<file path="src/rtl/audio_dac_serializer_pkg.sv">
// Shared definitions for the audio DAC serializer: default sample width,
// FIFO depth and the serializer state encoding.
package audio_dac_serializer_pkg;

   localparam int unsigned AUDIO_DATA_W = 24;
   localparam int unsigned AUDIO_DEPTH  = 4;

   typedef enum logic [1:0] {
      ST_IDLE  = 2'd0,
      ST_LEFT  = 2'd1,
      ST_RIGHT = 2'd2
   } ser_state_e;

endpackage

</file>
<file path="src/rtl/audio_dac_serializer_fifo.sv">
// Stereo-frame FIFO: one entry holds {left, right}. Full is taken from the
// registered level, so a same-cycle pop never frees space for a push.
module stereo_sample_fifo
   import audio_dac_serializer_pkg::*;
#(
   parameter int unsigned DATA_W = AUDIO_DATA_W,
   parameter int unsigned DEPTH  = AUDIO_DEPTH
) (
   input  logic                      clk,
   input  logic                      rst,
   input  logic                      push,
   input  logic [2*DATA_W-1:0]       push_data,
   input  logic                      pop,
   output logic [2*DATA_W-1:0]       pop_data,
   output logic [$clog2(DEPTH):0]    level,
   output logic                      full,
   output logic                      empty
);

   localparam int unsigned AW = $clog2(DEPTH);
   localparam int unsigned LW = AW + 1;

   logic [2*DATA_W-1:0] mem_q [DEPTH];
   logic [AW-1:0]       wptr_q, wptr_d;
   logic [AW-1:0]       rptr_q, rptr_d;
   logic [LW-1:0]       level_q, level_d;
   logic                do_push, do_pop;

   assign full     = (level_q == LW'(DEPTH));
   assign empty    = (level_q == '0);
   assign do_push  = push && !full;
   assign do_pop   = pop && !empty;
   assign pop_data = mem_q[rptr_q];
   assign level    = level_q;

   // Pointers are exactly AW bits wide, so they wrap modulo DEPTH on their own.
   always_comb begin
      wptr_d  = wptr_q;
      rptr_d  = rptr_q;
      level_d = level_q;
      if (do_push) wptr_d = wptr_q + AW'(1);
      if (do_pop)  rptr_d = rptr_q + AW'(1);
      if (do_push && !do_pop)      level_d = level_q + LW'(1);
      else if (!do_push && do_pop) level_d = level_q - LW'(1);
   end

   always_ff @(posedge clk) begin
      if (rst) begin
         wptr_q  <= '0;
         rptr_q  <= '0;
         level_q <= '0;
      end else begin
         wptr_q  <= wptr_d;
         rptr_q  <= rptr_d;
         level_q <= level_d;
      end
   end

   always_ff @(posedge clk) begin
      if (do_push) mem_q[wptr_q] <= push_data;
   end

endmodule

</file>
<file path="src/rtl/audio_dac_serializer.sv">
// Left-justified, MSB-first stereo serializer for a codec DAC. Codec clocks
// are synchronized into CLOCK_50; samples are buffered in a small frame FIFO.
module audio_dac_serializer
   import audio_dac_serializer_pkg::*;
#(
   parameter int unsigned DATA_W = AUDIO_DATA_W,
   parameter int unsigned DEPTH  = AUDIO_DEPTH
) (
   input  logic                   CLOCK_50,
   input  logic                   reset,
   input  logic                   write,
   output logic                   write_ready,
   input  logic [DATA_W-1:0]      writedata_left,
   input  logic [DATA_W-1:0]      writedata_right,
   input  logic                   AUD_BCLK,
   input  logic                   AUD_DACLRCK,
   output logic                   AUD_DACDAT,
   output logic [$clog2(DEPTH):0] fifo_level,
   output logic                   underflow
);

   localparam int unsigned   CW   = $clog2(DATA_W + 1);
   localparam logic [CW-1:0] BITS = CW'(DATA_W);

   logic [2:0]          bclk_sync_q, lrck_sync_q;
   logic [2:0]          prime_q;
   logic                bclk_fall, lrck_rise, lrck_fall;
   ser_state_e          state_q, state_d;
   logic [DATA_W-1:0]   shift_q, shift_d;
   logic [DATA_W-1:0]   hold_q, hold_d;
   logic [CW-1:0]       cnt_q, cnt_d;
   logic                uflow_q, uflow_d;
   logic                fifo_pop, fifo_full, fifo_empty;
   logic [2*DATA_W-1:0] fifo_data;

   stereo_sample_fifo #(
      .DATA_W (DATA_W),
      .DEPTH  (DEPTH)
   ) u_fifo (
      .clk       (CLOCK_50),
      .rst       (reset),
      .push      (write),
      .push_data ({writedata_left, writedata_right}),
      .pop       (fifo_pop),
      .pop_data  (fifo_data),
      .level     (fifo_level),
      .full      (fifo_full),
      .empty     (fifo_empty)
   );

   assign write_ready = !fifo_full;
   assign underflow   = uflow_q;

   // Stages [0],[1] synchronize, [2] is the edge-detect stage. prime_q masks
   // the false edge that a pin already high at reset release would produce.
   always_ff @(posedge CLOCK_50) begin
      if (reset) begin
         bclk_sync_q <= '0;
         lrck_sync_q <= '0;
         prime_q     <= '0;
      end else begin
         bclk_sync_q <= {bclk_sync_q[1:0], AUD_BCLK};
         lrck_sync_q <= {lrck_sync_q[1:0], AUD_DACLRCK};
         prime_q     <= {prime_q[1:0], 1'b1};
      end
   end

   assign bclk_fall = prime_q[2] &&  bclk_sync_q[2] && !bclk_sync_q[1];
   assign lrck_rise = prime_q[2] && !lrck_sync_q[2] &&  lrck_sync_q[1];
   assign lrck_fall = prime_q[2] &&  lrck_sync_q[2] && !lrck_sync_q[1];

   always_comb begin
      state_d  = state_q;
      shift_d  = shift_q;
      hold_d   = hold_q;
      cnt_d    = cnt_q;
      uflow_d  = uflow_q;
      fifo_pop = 1'b0;
      if (lrck_rise) begin
         state_d = ST_LEFT;
         cnt_d   = '0;
         if (!fifo_empty) begin
            fifo_pop = 1'b1;
            shift_d  = fifo_data[2*DATA_W-1:DATA_W];
            hold_d   = fifo_data[DATA_W-1:0];
         end else begin
            shift_d = '0;
            hold_d  = '0;
            uflow_d = 1'b1;
         end
      end else if (lrck_fall) begin
         if (state_q == ST_LEFT) begin
            state_d = ST_RIGHT;
            shift_d = hold_q;
            cnt_d   = '0;
         end
      end else if (bclk_fall && state_q != ST_IDLE && cnt_q != BITS) begin
         shift_d = {shift_q[DATA_W-2:0], 1'b0};
         cnt_d   = cnt_q + CW'(1);
      end
   end

   always_ff @(posedge CLOCK_50) begin
      if (reset) begin
         state_q <= ST_IDLE;
         shift_q <= '0;
         hold_q  <= '0;
         cnt_q   <= '0;
         uflow_q <= 1'b0;
      end else begin
         state_q <= state_d;
         shift_q <= shift_d;
         hold_q  <= hold_d;
         cnt_q   <= cnt_d;
         uflow_q <= uflow_d;
      end
   end

   assign AUD_DACDAT = (state_q != ST_IDLE) && (cnt_q != BITS) && shift_q[DATA_W-1];

endmodule

</file>
<file path="config.mk">
export PLATFORM = sky130hd
export DESIGN_NAME = audio_dac_serializer
export DESIGN_NICKNAME = d
export VERILOG_FILES = /design/src/rtl/audio_dac_serializer_pkg.sv /design/src/rtl/audio_dac_serializer_fifo.sv /design/src/rtl/audio_dac_serializer.sv
export SDC_FILE = /design/constraint.sdc
export NUM_CORES = 1
export LEC_CHECK = 0
export ABC_AREA = 1
export CORE_AREA = 2 2 139 141
export DETAILED_ROUTE_END_ITERATION = 6
export DIE_AREA = 0 0 141 143
export MAX_ROUTING_LAYER = met4
export PLACE_DENSITY = 0.79
export SKIP_CTS_REPAIR_TIMING = 1
export SYNTH_ARGS = -nofsm -noshare
export SYNTH_HDL_FRONTEND = slang
export SYNTH_SLANG_ARGS = --single-unit
</file>
<file path="constraint.sdc">
create_clock -name CLOCK_50 -period 3.9 [get_ports CLOCK_50]
set_input_delay 0.78 -clock CLOCK_50 [delete_from_list [all_inputs] [get_ports CLOCK_50]]
set_output_delay 0.78 -clock CLOCK_50 [all_outputs]
set_load 0.03 [all_outputs]
</file>
==> metrics.yaml, run 1 <==
status: "complete, no violations"
yosysUniqueCellTypes: 30
start_kind: "flip-flop"
timing.critical_path.buf_inv: 2
cp_max_fo: 4
start_util: 0.595
synth_top_family_by_area: "simple AND/OR/NAND/NOR gates"
hold_depth: 2
pwr-share-comb: 0.068
reg2reg_depth: 6
synth_simple_gate_area_share: 0.224
synth_mux_area_frac: 0
yosysTopAreaCellShare: 0.522
synth-seq-cells: 266
clockPowerShare: 0.399
pwr-share-seq: 0.533
p_sw_frac: 0.217
crit_arrival_ns: 2.20
overflow: 0
grt_max_degree: 113
yosysTopAreaCell: "edfxtp_1"
final_layout_size_suffix_gt1_frac: 0.0527
dpl.hpwl_microns: 13400
hp-start: "bclk_sync_q[0]$_SDFF_PP0_"
layout.area.seq_sq_um: 7250
antenna_found_initial: 0
r2r_setup_slack_ns: 1.54
net-switching-power_w: 0.00131
vias: 7495
period_minus_slack_ns: 2.98
synth-xor-area-share: 0.00159
syn-instance-count: 1146
path_delay_family: "buffers and inverters"
ctsLongestPathBuffers: 3
hold_viol: 0
grt_pass1_wl_microns: 36100
synth_ff_type: "edfxtp_1"
die_area_sq_um: 20200
p_per_area_nw_per_um2: 480
dieHeight_microns: 143
setup_viol: 0
max_freq_ghz: 0.335
tritoncts: "yes"
fp-row-count: 50
synth.yosys.seq_area_share: 0.656
r2r_start: "lrck_sync_q[1]$_SDFF_PP0_"
ioPinCount: 59
worstHoldPathType: "reg2reg"
num-nets-final: 1254
crit_chain: "inv_1 > ha_1 > nand4_1 > nor3b_1 > clkdlybuf4s50_1"
synth_area_sq_um: 11000
h-tree-depth: 1
insertedDiodeCount: 0
p_int_w: 0.00474
placedCellCount: 1398
numCtsBuffers: 27
rsz0062_at_grt: "no"
crit_type: "reg2out"
cp-end-kind: "primary output"
required_ns: 3.12
drv_cap: 0
gp_congestion: 0.818
synth_compound_area_frac: 0.0288
synth-adder-area-share: 0.00974
place.port_buffers: 58
drt-total-wl_microns: 22500
grt_pass1_vias: 7216
maxSlewViolCount: 0
fin_tns_setup_ns: 0
fin_cells: 1448
avgSynthCellArea_sq_um: 9.64
cts_root_buffer: "clkbuf_16"
ant_nets: 0
tightestPinTransition_ns: 1.14
fillers: 1340
multi_input_area_sq_um: 2950
die_w_microns: 141
avgViaCountPerCell: 5.18
synth_edf_count: 192
ys.warnings.count: 0
cts_sinks: 266
wire_per_inst_microns: 15.6
max_slew_margin: 0.243
fin_crit_sh: 0.765
ir_drop_mv: 0.356
drt_iter0_markers: 522
placeableCoreArea_sq_um: 18600
slowest_delay_ns: 0.70
r2r_end: "hold_q[23]$_SDFFE_PP0N_"
asyncSetResetFlopFracSynth: 0
insertion_delay_ns: 0.53
firstDrtPassIters: 6
fin_worst_skew_ns: 0.0183
cp_slowest_cell: "clkdlybuf4s50_1"
syn_nets: 1207
p_leak_nw: 5.33
yosys-top-cells-area: "edfxtp_1, dfxtp_1, nand2_1"
min_to: "bclk_sync_q[1]$_SDFF_PP0_"
drc: 0
syn_to_final_growth_pct: 14.2
grt_usage: 0.235
clkTransAtPathRegs_ns: 0.06
==> worst register-to-register path, delay by kind of cell (launching register included) <==
family	cells	cell delay, ns
flops	1	0.36
buf+inv	1	0.37
simple gates	4	1.21
compound gates	1	0.34
==> metrics by stage <==
stage               setup WS (ns)  instance area (sq um)  hold WS [ns]   util  total power, W
finish                      0.917                  12600         0.408  0.679         0.00605
global route                0.787                  12600         0.426  0.679         0.00625
CTS                         0.900                  12600         0.408  0.679         0.00608
detailed placement          0.904                  11800         0.399  0.634         0.00369
global placement            0.926                  11800         0.389  0.634         0.00368
floorplan                   0.208                  11000         0.388      -         0.00351
==> layer usage <==
layer | routed length [microns] | track usage | part of all wire | vias up
met5 | 0 | - | 0 | -
met4 | 795 | 0.0968 | 0.035 | 0
met3 | 1090 | 0.0295 | 0.048 | 53
met2 | 11000 | 0.389 | 0.49 | 196
met1 | 9680 | 0.297 | 0.43 | 3484
li1 | - | - | - | 3762
==> cell usage after synthesis, types with 2 or more instances <==
library cell	n
buf_1	5
nand2_2	2
buf_6	5
o32ai_1	6
o21ai_0	10
edfxtp_1	192
a21oi_1	19
dfxtp_1	74
clkbuf_1	19
nand2_1	385
or2_1	15
xor2_1	2
nand3_1	122
buf_2	22
ha_1	7
inv_1	156
o22ai_1	16
nor2_1	72
buf_4	3
nand4_1	2
inv_2	3
==> kinds of logic after synthesis <==
family                   count (synthesis)
flip-flops                             266
AND/OR/NAND/NOR                        602
AO/OA/AOI/OAI                           54
XOR/XNOR                                 2
adder cells (fa/ha/maj)                  8
buffers and inverters                  214
==> registers in the layout (all words and copies together), names as in the netlist, 3 cells and up, named ones only <==
name and cells:
bclk_sync_q 3, cnt_q 5, hold_q 24, lrck_sync_q 3, prime_q 3, shift_q 24
u_fifo.level 3, u_fifo.mem_q 192
==> power groups by stage <==
stage	clock network (W)	registers (W)	logic, W
4_1_cts	0.00245	0.00322	0.000415
5_1_grt	0.00256	0.00323	0.000458
3_5_place_dp	0	0.00328	0.000412
3_3_place_gp	0	0.00328	0.000401
6_report	0.00241	0.00322	0.000413
2_1_floorplan	0	0.00330	0.000214
==> how the worst max path moves through the flow <==
stage,start,endpoint,slack (ns),cells past startpoint
finish,cnt_q[0]$_SDFFE_PP0P_,AUD_DACDAT,0.92,5
global route,cnt_q[0]$_SDFFE_PP0P_,AUD_DACDAT,0.79,5
CTS,cnt_q[0]$_SDFFE_PP0P_,AUD_DACDAT,0.90,5
detailed placement,write,u_fifo.mem_q[2][45]$_DFFE_PP_,0.90,4
global placement,write,u_fifo.mem_q[2][44]$_DFFE_PP_,0.93,4
floorplan,u_fifo.level[1]$_SDFFE_PP0P_,u_fifo.mem_q[0][0]$_DFFE_PP_,0.21,4
==> area by class of cell <==
class | count | area share
Sequential cell | 266 | 0.575
Multi-Input combinational cell | 666 | 0.234
Inverter | 159 | 0.0473
Clock inverter | 14 | 0.00942
Timing Repair Buffer | 73 | 0.0550
Clock buffer | 36 | 0.0562
Tap cell | 234 | 0.0232
==> placed cells by master (no fill, tap or decap), types with 2 or more instances in the layout <==
cell type,count
nand2_1,385
edfxtp_1,192
inv_1,156
nand3_1,122
dfxtp_1,72
nor2_1,68
clkdlybuf4s50_1,58
clkbuf_16,27
a21oi_1,19
o22ai_1,16
or2_1,15
buf_4,15
o21ai_0,10
clkbuf_1,9
ha_1,7
o32ai_1,6
clkinv_1,6
nor2_4,5
inv_2,3
clkinv_2,3
nand2_2,2
nand4_1,2
xor2_1,2
bufinv_16,2
Note: power is estimated with default switching activity, not from simulation.
==> run 2, diff against run 1 <==
==> constraint.sdc (replaced) <==
create_clock -name CLOCK_50 -period 2.9 [get_ports CLOCK_50]
set_input_delay 0.58 -clock CLOCK_50 [delete_from_list [all_inputs] [get_ports CLOCK_50]]
set_output_delay 0.58 -clock CLOCK_50 [all_outputs]
set_load 0.03 [all_outputs]
==> run 2 against run 1 <==
Effect of this change:
- via count rose by 1.4%
- critical path depth did not move
- clock skew down 0.0030 ns
- sequential power rose by 35%
- die area stayed put
- count of clock-buffer cells in the layout rose by 2
- combinational power rose by 35%
- clock power grew 40%
- total power increased by 37%
- non-clock buffer count is 2 higher
- final cell count unchanged
- critical endpoint unchanged
- largest cell class unchanged
- largest power group unchanged
- highest routed layer unchanged
==> metrics.yaml, run 2 (synthesized netlist as in run 1, its figures left out) <==
status: "complete, no violations"  # unchanged
tightestPinTransition_ns: 0.868  # was 1.14 ns
multi_input_area_sq_um: 2950  # unchanged
placeableCoreArea_sq_um: 18600  # unchanged
ant_nets: 0  # unchanged
fp-row-count: 50  # unchanged
holdWs_ns: 0.405  # was 0.408 ns
grt_max_degree: 62  # was 113
required_ns: 2.32  # was 3.12 ns
overflow: 0  # unchanged
cts_root_buffer: "clkbuf_16"  # unchanged
place_ws_ns: 0.521  # was 0.904 ns
largest_registers: "u_fifo.mem_q: 192 flops, hold_q: 24 flops, shift_q: 24 flops"  # unchanged
worstHoldPathType: "reg2reg"  # unchanged
place.port_buffers: 58  # unchanged
grt_pass1_vias: 7322  # was 7216
die_area_sq_um: 20200  # unchanged
fin_crit_sh: 0.848
rsz0062_at_grt: "no"  # unchanged
cp_max_fo: 4  # unchanged
insertedDiodeCount: 0  # unchanged
ctsLongestPathBuffers: 3  # unchanged
vias: 7603  # was 7495
numCtsBuffers: 26  # was 27
cp-end-kind: "primary output"  # unchanged
num-nets-final: 1255  # was 1254
stdcell_area_sq_um: 12700  # was 12600 sq um
dieHeight_microns: 143  # unchanged
period_minus_slack_ns: 2.46
place_area_sq_um: 11800  # about the same
max_slew_margin: 0.419  # was 0.243
grt_pass1_wl_microns: 35000  # was 36100 microns
ioPinCount: 59  # unchanged
gp_congestion: 0.830  # was 0.818
maxSlewViolCount: 0  # unchanged
clkTransAtPathRegs_ns: 0.06  # about the same
syn_to_final_growth_pct: 14.9  # was 14.2%
insertion_delay_ns: 0.53  # about the same
layout.area.seq_sq_um: 7250  # unchanged
dpl.hpwl_microns: 13300  # was 13400 microns
avgViaCountPerCell: 5.25  # was 5.18
grt_usage: 0.227  # was 0.235
h-tree-depth: 1  # unchanged
start_kind: "flip-flop"  # unchanged
crit_arrival_ns: 1.88  # was 2.20 ns
antenna_found_initial: 0  # unchanged
final_common_cell: "nand2_1"  # unchanged
cts_sinks: 266  # unchanged
drv_cap: 0  # unchanged
mostFrequentLayoutCells: "nand2_1, edfxtp_1, inv_1"  # unchanged
drt_iter0_markers: 471  # was 522
post-route-util: 0.683  # was 0.679
p_leak_nw: 5.41  # was 5.33 nW
drc: 0  # unchanged
ir_drop_mv: 0.513  # was 0.356 mV
firstDrtPassIters: 5  # was 6
p_per_area_nw_per_um2: 651  # was 480 nW/um^2
max_freq_ghz: 0.407
final_layout_size_suffix_gt1_frac: 0.0585  # was 0.0527
largest_register_ffs: 192  # unchanged
start_util: 0.595  # unchanged
wire_per_inst_microns: 15.0  # was 15.6 microns
layout_setup_ws_ns: 0.442  # was 0.917 ns
setup_viol: 0  # unchanged
fillers: 1348  # was 1340
die_w_microns: 141  # unchanged
crit_type: "reg2out"  # unchanged
hold_viol: 0  # unchanged
fin_worst_skew_ns: 0.0153  # was 0.0183 ns
tritoncts: "yes"  # unchanged
regMostFlops: "u_fifo.mem_q"  # unchanged
drt-total-wl_microns: 21700  # was 22500 microns
==> run 2: cell types whose count changed in the layout (fill, tap and decap cells not counted), sizes merged <==
cell	delta
buf	+2
bufinv	+1
clkbuf	+2
clkdlybuf4s50	-1
clkinv	-3
clkinvlp	-1
dlymetal6s2s	+1
inv	-1
==> run 2: layout make-up <==
cell class / count / share of cell area
Multi-Input combinational cell: 666 / 0.232
Timing Repair Buffer: 75 / 0.0570
Clock buffer: 38 / 0.0597
Tap cell: 234 / 0.0231
Sequential cell: 266 / 0.571
Inverter: 159 / 0.0470
Clock inverter: 10 / 0.00985
==> run 2: layer usage <==
metal	GRT usage	vias to the layer above	part of all wire
li1	-	3754	-
met1	0.271	3540	0.40
met2	0.394	247	0.50
met3	0.0322	62	0.056
met4	0.0874	0	0.036
met5	-	-	0
==> run 2: worst max-delay path: stages, from the launching register on <==
cell            delay [ns]
dfxtp_1               0.38
inv_1                 0.08
ha_1                  0.20
nand4_1               0.13
nor3b_1               0.24
dlymetal6s2s_1        0.33
==> run 2: final timing paths <==
| path | from | endpoint | slack (ns) | cells after the start |
|---|---|---|---|---|
| setup reg to reg | lrck_sync_q[1]$_SDFF_PP0_ | hold_q[0]$_SDFFE_PP0N_ | 0.51 | 6 |
| setup / recovery | cnt_q[0]$_SDFFE_PP0P_ | AUD_DACDAT | 0.44 | 5 |
| hold reg to reg | prime_q[1]$_SDFF_PP0_ | prime_q[2]$_SDFF_PP0_ | 0.40 | 2 |
| hold / removal | prime_q[1]$_SDFF_PP0_ | prime_q[2]$_SDFF_PP0_ | 0.40 | 2 |
==> run 2: power breakdown <==
group	internal (W)	switching [W]	total (W)
sequential	0.00429	0.0000504	0.00434
combinational	0.000202	0.000354	0.000556
clock	0.00207	0.00130	0.00337
total	0.00656	0.00170	0.00826
==> run 2: stage by stage <==
step	instances	TNS (ns)	power, W
2_1_floorplan	1146	-152.10	0.00472
3_3_place_gp	1400	0	0.00495
3_5_place_dp	1400	0	0.00497
4_1_cts	1448	0	0.00832
5_1_grt	1448	0	0.00853
6_report	1448	0	0.00826
==> run 3, diff against run 2 <==
--- a/config.mk
+++ b/config.mk
@@ -6,11 +6,11 @@
 export NUM_CORES = 1
 export LEC_CHECK = 0
 export ABC_AREA = 1
-export CORE_AREA = 2 2 139 141
+export CORE_AREA = 2 2 147 149
 export DETAILED_ROUTE_END_ITERATION = 6
-export DIE_AREA = 0 0 141 143
+export DIE_AREA = 0 0 149 151
 export MAX_ROUTING_LAYER = met4
-export PLACE_DENSITY = 0.79
+export PLACE_DENSITY = 0.75
 export SKIP_CTS_REPAIR_TIMING = 1
 export SYNTH_ARGS = -nofsm -noshare
 export SYNTH_HDL_FRONTEND = slang
==> constraint.sdc (replaced) <==
create_clock -name CLOCK_50 -period 2.11 [get_ports CLOCK_50]
set_input_delay 0.422 -clock CLOCK_50 [delete_from_list [all_inputs] [get_ports CLOCK_50]]
set_output_delay 0.422 -clock CLOCK_50 [all_outputs]
set_load 0.03 [all_outputs]
==> run 3 against run 2 <==
Effect of this change:
- total power grew 37%
- utilization fell by 6.1 points
- clock skew increased by 0.0032 ns
- final cell count rose by 3.9%
- clock power up 34%
- global-route usage fell by 1.6 points
- hold slack better by 0.0011 ns
- sequential share of layout area is 1.1 points lower
- via count up 0.54%
- setup slack worse by 0.35 ns
- die area increased by 12%
- largest cell class unchanged
==> metrics.yaml, run 3 (synthesized netlist as in run 1, its figures left out) <==
drv_cap: 0  # unchanged
clkTransAtPathRegs_ns: 0.06  # about the same
grt_pass1_wl_microns: 36800  # was 35000 microns
cp_max_fo: 4  # unchanged
ioPinCount: 59  # unchanged
numCtsBuffers: 27  # was 26
p_per_area_nw_per_um2: 872  # was 651 nW/um^2
gp_congestion: 0.845  # was 0.830
layout_setup_ws_ns: 0.0934  # was 0.442 ns
place_ws_ns: -0.0500  # was 0.521 ns
cts_sinks: 266  # unchanged
max_slew_margin: 0.554  # was 0.419
crit_type: "reg2out"  # unchanged
fin_cells: 1504  # was 1448
fin_tns_setup_ns: 0  # unchanged
vias: 7644  # was 7603
setup_viol: 0  # unchanged
drt_iter0_markers: 435  # was 471
grt_usage: 0.211  # was 0.227
ctsLongestPathBuffers: 3  # unchanged
drt-total-wl_microns: 22600  # was 21700 microns
die_w_microns: 149  # was 141 microns
placedCellCount: 1454  # was 1400
ir_drop_mv: 0.682  # was 0.513 mV
antenna_found_initial: 0  # unchanged
worstHoldPathType: "reg2reg"  # unchanged
required_ns: 1.69  # was 2.32 ns
fp-row-count: 53  # was 50
ant_nets: 0  # unchanged
syn_to_final_growth_pct: 17.3  # was 14.9%
wire_per_inst_microns: 15.0  # about the same
largest_registers: "u_fifo.mem_q: 192 flops, hold_q: 24 flops, shift_q: 24 flops"  # unchanged
regMostFlops: "u_fifo.mem_q"  # unchanged
insertedDiodeCount: 0  # unchanged
overflow: 0  # unchanged
tritoncts: "yes"  # unchanged
avgViaCountPerCell: 5.08  # was 5.25
fin_crit_sh: 0.956
crit_arrival_ns: 1.59  # was 1.88 ns
largest_register_ffs: 192  # unchanged
grt_max_degree: 54  # was 62
num-nets-final: 1269  # was 1255
start_util: 0.531  # was 0.595
tightestPinTransition_ns: 0.669  # was 0.868 ns
maxSlewViolCount: 0  # unchanged
dpl.hpwl_microns: 14100  # was 13300 microns
place.port_buffers: 58  # unchanged
final_layout_size_suffix_gt1_frac: 0.0732  # was 0.0585
drc: 0  # unchanged
p_leak_nw: 5.47  # was 5.41 nW
post-route-util: 0.623  # was 0.683
hold_viol: 0  # unchanged
cts_root_buffer: "clkbuf_16"  # unchanged
cp-end-kind: "primary output"  # unchanged
period_minus_slack_ns: 2.02
mostFrequentLayoutCells: "nand2_1, edfxtp_1, inv_1"  # unchanged
rsz0062_at_grt: "no"  # unchanged
fin_worst_skew_ns: 0.0185  # was 0.0153 ns
insertion_delay_ns: 0.53  # about the same
h-tree-depth: 1  # unchanged
start_kind: "flip-flop"  # unchanged
max_freq_ghz: 0.496
final_common_cell: "nand2_1"  # unchanged
status: "complete, no violations"  # unchanged
dieHeight_microns: 151  # was 143 microns
firstDrtPassIters: 4  # was 5
placeableCoreArea_sq_um: 20800  # was 18600 sq um
grt_pass1_vias: 7544  # was 7322
die_area_sq_um: 22500  # was 20200 sq um
finalPower_w: 0.0113  # was 0.00826 W
-- run 3: cell types whose count changed in the layout (fill, tap and decap cells not counted), sizes merged --
cell           before  now
buf                17   31
clkdlybuf4s50      57   56
bufinv              3    2
clkinvlp            1    0
clkbuf             38   41
clkinv              6    5
inv               159  161
-- run 3: final cells by class --
type                       count  area (sq um)
clock inverter                 9          97.6
timing repair buffer          88           956
multi-input combinational    666          2960
inverter                     159           597
fill                        1665          7860
clock buffer                  41           746
tap                          275           344
sequential                   266          7260
-- run 3: worst max-delay path, stage by stage, from the launching register on --
cell and delay (ns):
dfxtp_4 0.36, inv_2 0.04, ha_2 0.16, nand4_1 0.11
nor3b_2 0.21, buf_4 0.19
-- run 3: where the power goes --
| part | switching (W) | leakage (nW) | internal, W | total (W) |
|---|---|---|---|---|
| Combinational | 0.000497 | 2.70 | 0.000322 | 0.000819 |
| Sequential | 0.0000665 | 2.36 | 0.00589 | 0.00596 |
| Clock | 0.00185 | 0.414 | 0.00268 | 0.00453 |
| Total | 0.00242 | 5.47 | 0.00889 | 0.0113 |
-- run 3: final timing paths --
check | from | to | slack (ns) | depth (start not counted)
hold / removal | prime_q[1]$_SDFF_PP0_ | prime_q[2]$_SDFF_PP0_ | 0.41 | 2
setup reg to reg | u_fifo.level[1]$_SDFFE_PP0P_ | u_fifo.level[2]$_SDFFE_PP0P_ | 0.23 | 10
hold reg to reg | prime_q[1]$_SDFF_PP0_ | prime_q[2]$_SDFF_PP0_ | 0.41 | 2
setup / recovery | cnt_q[0]$_SDFFE_PP0P_ | AUD_DACDAT | 0.09 | 5
-- run 3: per-layer routing --
metal / vias to the layer above / GRT usage / part of all wire
li1: 3788 / - / -
met1: 3600 / 0.263 / 0.42
met2: 209 / 0.356 / 0.50
met3: 47 / 0.0334 / 0.053
met4: 0 / 0.0729 / 0.028
met5: - / - / 0
-- run 3: stage by stage --
step | hold WS [ns] | area, sq um
4_1_cts | 0.409 | 12900
3_3_place_gp | 0.395 | 12100
3_5_place_dp | 0.400 | 12100
6_report | 0.406 | 13000
2_1_floorplan | 0.388 | 11100
5_1_grt | 0.430 | 13000
==> edit, RTL diff (flow settings as in run 3) <==
Put a register stage on the output `fifo_level`, without a reset. The value now appears one clock later. The other outputs are not delayed to match.
--- a/src/rtl/audio_dac_serializer.sv
+++ b/src/rtl/audio_dac_serializer.sv
@@ -22,6 +22,8 @@
    localparam int unsigned   CW   = $clog2(DATA_W + 1);
    localparam logic [CW-1:0] BITS = CW'(DATA_W);
 
+   logic [$clog2(DEPTH):0] fifo_level_d;
+
    logic [2:0]          bclk_sync_q, lrck_sync_q;
    logic [2:0]          prime_q;
    logic                bclk_fall, lrck_rise, lrck_fall;
@@ -43,7 +45,7 @@
       .push_data ({writedata_left, writedata_right}),
       .pop       (fifo_pop),
       .pop_data  (fifo_data),
-      .level     (fifo_level),
+      .level     (fifo_level_d),
       .full      (fifo_full),
       .empty     (fifo_empty)
    );
@@ -118,5 +120,9 @@
 
    assign AUD_DACDAT = (state_q != ST_IDLE) && (cnt_q != BITS) && shift_q[DATA_W-1];
 
+   always_ff @(posedge CLOCK_50) begin
+      fifo_level <= fifo_level_d;
+   end
+
 endmodule
 
Function: changed (a bounded check fails within 4 cycles, from zero or initial values and one cycle with reset high).
==> edit against run 3 <==
  * Final area increased by 0.61%
  * Total power increased by 3.4%
  * Synthesized cell count increased by 0.44%
  * Via count decreased by 1.3%
  * Synthesized area increased by 0.85%
  * Worst hold slack got worse by 0.018 ns
  * Final cell count increased by 0.33%
  * Worst setup slack got worse by 0.050 ns
  * Sequential cell count increased by 3
  * Die area unchanged
  * Maximum frequency decreased by 2.4%
  * Wire length decreased by 0.99%
  * Critical endpoint unchanged
  * Largest cell class unchanged
  * Largest power group unchanged
  * Highest routed layer unchanged
==> edit: results (changes against run 3) <==
| Metric | Value |
|---|---|
| Routed wire length per instance | 14.82 µm (was 15.02 µm) |
| Final setup viols | 0 (unchanged) |
| Clock-pin slew on the worst setup and hold paths | 0.06 ns (about the same) |
| Vias per Instance | 5.001 (was 5.082) |
| Clock insertion delay at the later pin of the skew report | 0.55 ns (was 0.53 ns) |
| Met1 track demand over resource | 26.24% (was 26.33%) |
| GR Util met3 | 2.681% (was 3.343%) |
| Commonest cells post-synth | nand2_1 (386), edfxtp_1 (192), inv_1 (155) (was nand2_1 (385), edfxtp_1 (192), inv_1 (156)) |
| Relative slew slack | 49.77% (was 55.37%) |
| Met2 layer usage reported by global route | 35.92% (was 35.55%) |
| Worst clock skew | 0.01983 ns (was 0.01850 ns) |
| Outcome | finished clean (unchanged) |
| Largest net degree at the start of global routing | 73 (was 54) |
| Peak supply drop | 0.0006173 V (was 0.0006817 V) |
| Vias in the first global route | 7368 (was 7544) |
| Post-Syn Nets | 1212 (was 1207) |
| Post-synthesis sequential area ratio | 65.59% (was 65.60%) |
| First-pass GRT wire length | 36.32 mm (was 36.77 mm) |
| Total GRT Usage | 21.02% (was 21.15%) |
| Routability cong. | 0.8332 (was 0.8453) |
| Fin nets | 1274 (was 1269) |
| Filler instances | 1668 (was 1665) |
| Min-delay src | u_fifo.level[2]$_SDFFE_PP0P_ (was prime_q[1]$_SDFF_PP0_) |
| Worst Path Max Fanout | 4 (unchanged) |
| TritonCTS Buffers | 28 (was 27) |
| Routed WL | 22.37 mm (was 22.59 mm) |
| ANT cells | 0 (unchanged) |
| Drt pass-1 iters | 5 (was 4) |
| Placed instance count | 1456 (was 1454) |
| Leak pwr | 0.005531 µW (was 0.005473 µW) |
| Layout cells sized above 1 | 8.509% (was 7.323%) |
| CP Launch Point | cnt_q[1]$_SDFFE_PP0P_ (was cnt_q[0]$_SDFFE_PP0P_) |
| Synth top area cells | edfxtp_1 (52%), dfxtp_1 (14%), nand2_1 (13%) (was edfxtp_1 (52%), dfxtp_1 (13%), nand2_1 (13%)) |
[edit: critical path: stages, from the launching register on]
cell and delay (ns):
dfxtp_1 0.37, inv_1 0.06, ha_1 0.18, nand4_1 0.10
nor3b_2 0.20, buf_4 0.19
[edit: logic make-up after synthesis]
group,synth area share (%)
xor gates and xnor gates,0.07863
AOI/OAI and AO/OA,2.718
adders and majority gates,0.9658
buffers and inverters,8.086
and+or+nand+nor,22.56
DFF,65.59
[edit: power groups by stage]
| stage | clock, µW | combinational, µW | sequential (µW) |
|---|---|---|---|
| after floorplan | 0 | 422 | 6150 |
| after global placement | 0 | 797 | 6130 |
| after detailed placement | 0 | 820 | 6140 |
| after CTS | 4930 | 828 | 6030 |
| after global routing | 5130 | 903 | 6050 |
| final | 4850 | 814 | 6030 |
[edit: per-layer routing]
metal,wire length (µm),part of all wire (%)
met4,536,2.4
met5,0,0
met2,11240,50
met3,952,4.3
met1,9636,43
[edit: cell type report]
cell class,instances,area [µm²],area share (%)
Sequential cell,269,7312,56.07
Multi-Input combinational cell,670,2975,22.81
Timing Repair Buffer,87,910.9,6.985
Clock buffer,39,765.7,5.872
Inverter,157,589.3,4.519
Tap cell,275,344.1,2.638
Clock inverter,12,143.9,1.103
[edit: worst paths after layout]
| path | slack (ns) | to | depth (start not counted) |
|---|---|---|---|
| max | 0.04 | AUD_DACDAT | 5 |
| min | 0.39 | fifo_level[2]$_DFF_P_ | 0 |
| max reg2reg | 0.22 | u_fifo.level[2]$_SDFFE_PP0P_ | 10 |
| min reg2reg | 0.39 | fifo_level[2]$_DFF_P_ | 0 |
[edit: through the flow]
step	power, µW	hold WS, ns	instance area (µm²)	worst slack [ns]	utilization, %
after floorplan	6570	0.3629	11180	0.09756	-
after global placement	6924	0.3738	12110	-0.05352	58.15
after detailed placement	6960	0.3852	12110	-0.07155	58.15
after CTS	11780	0.3938	13020	-0.1182	62.52
after global routing	12080	0.4045	13040	-0.03023	62.63
final	11690	0.3877	13040	0.04287	62.63
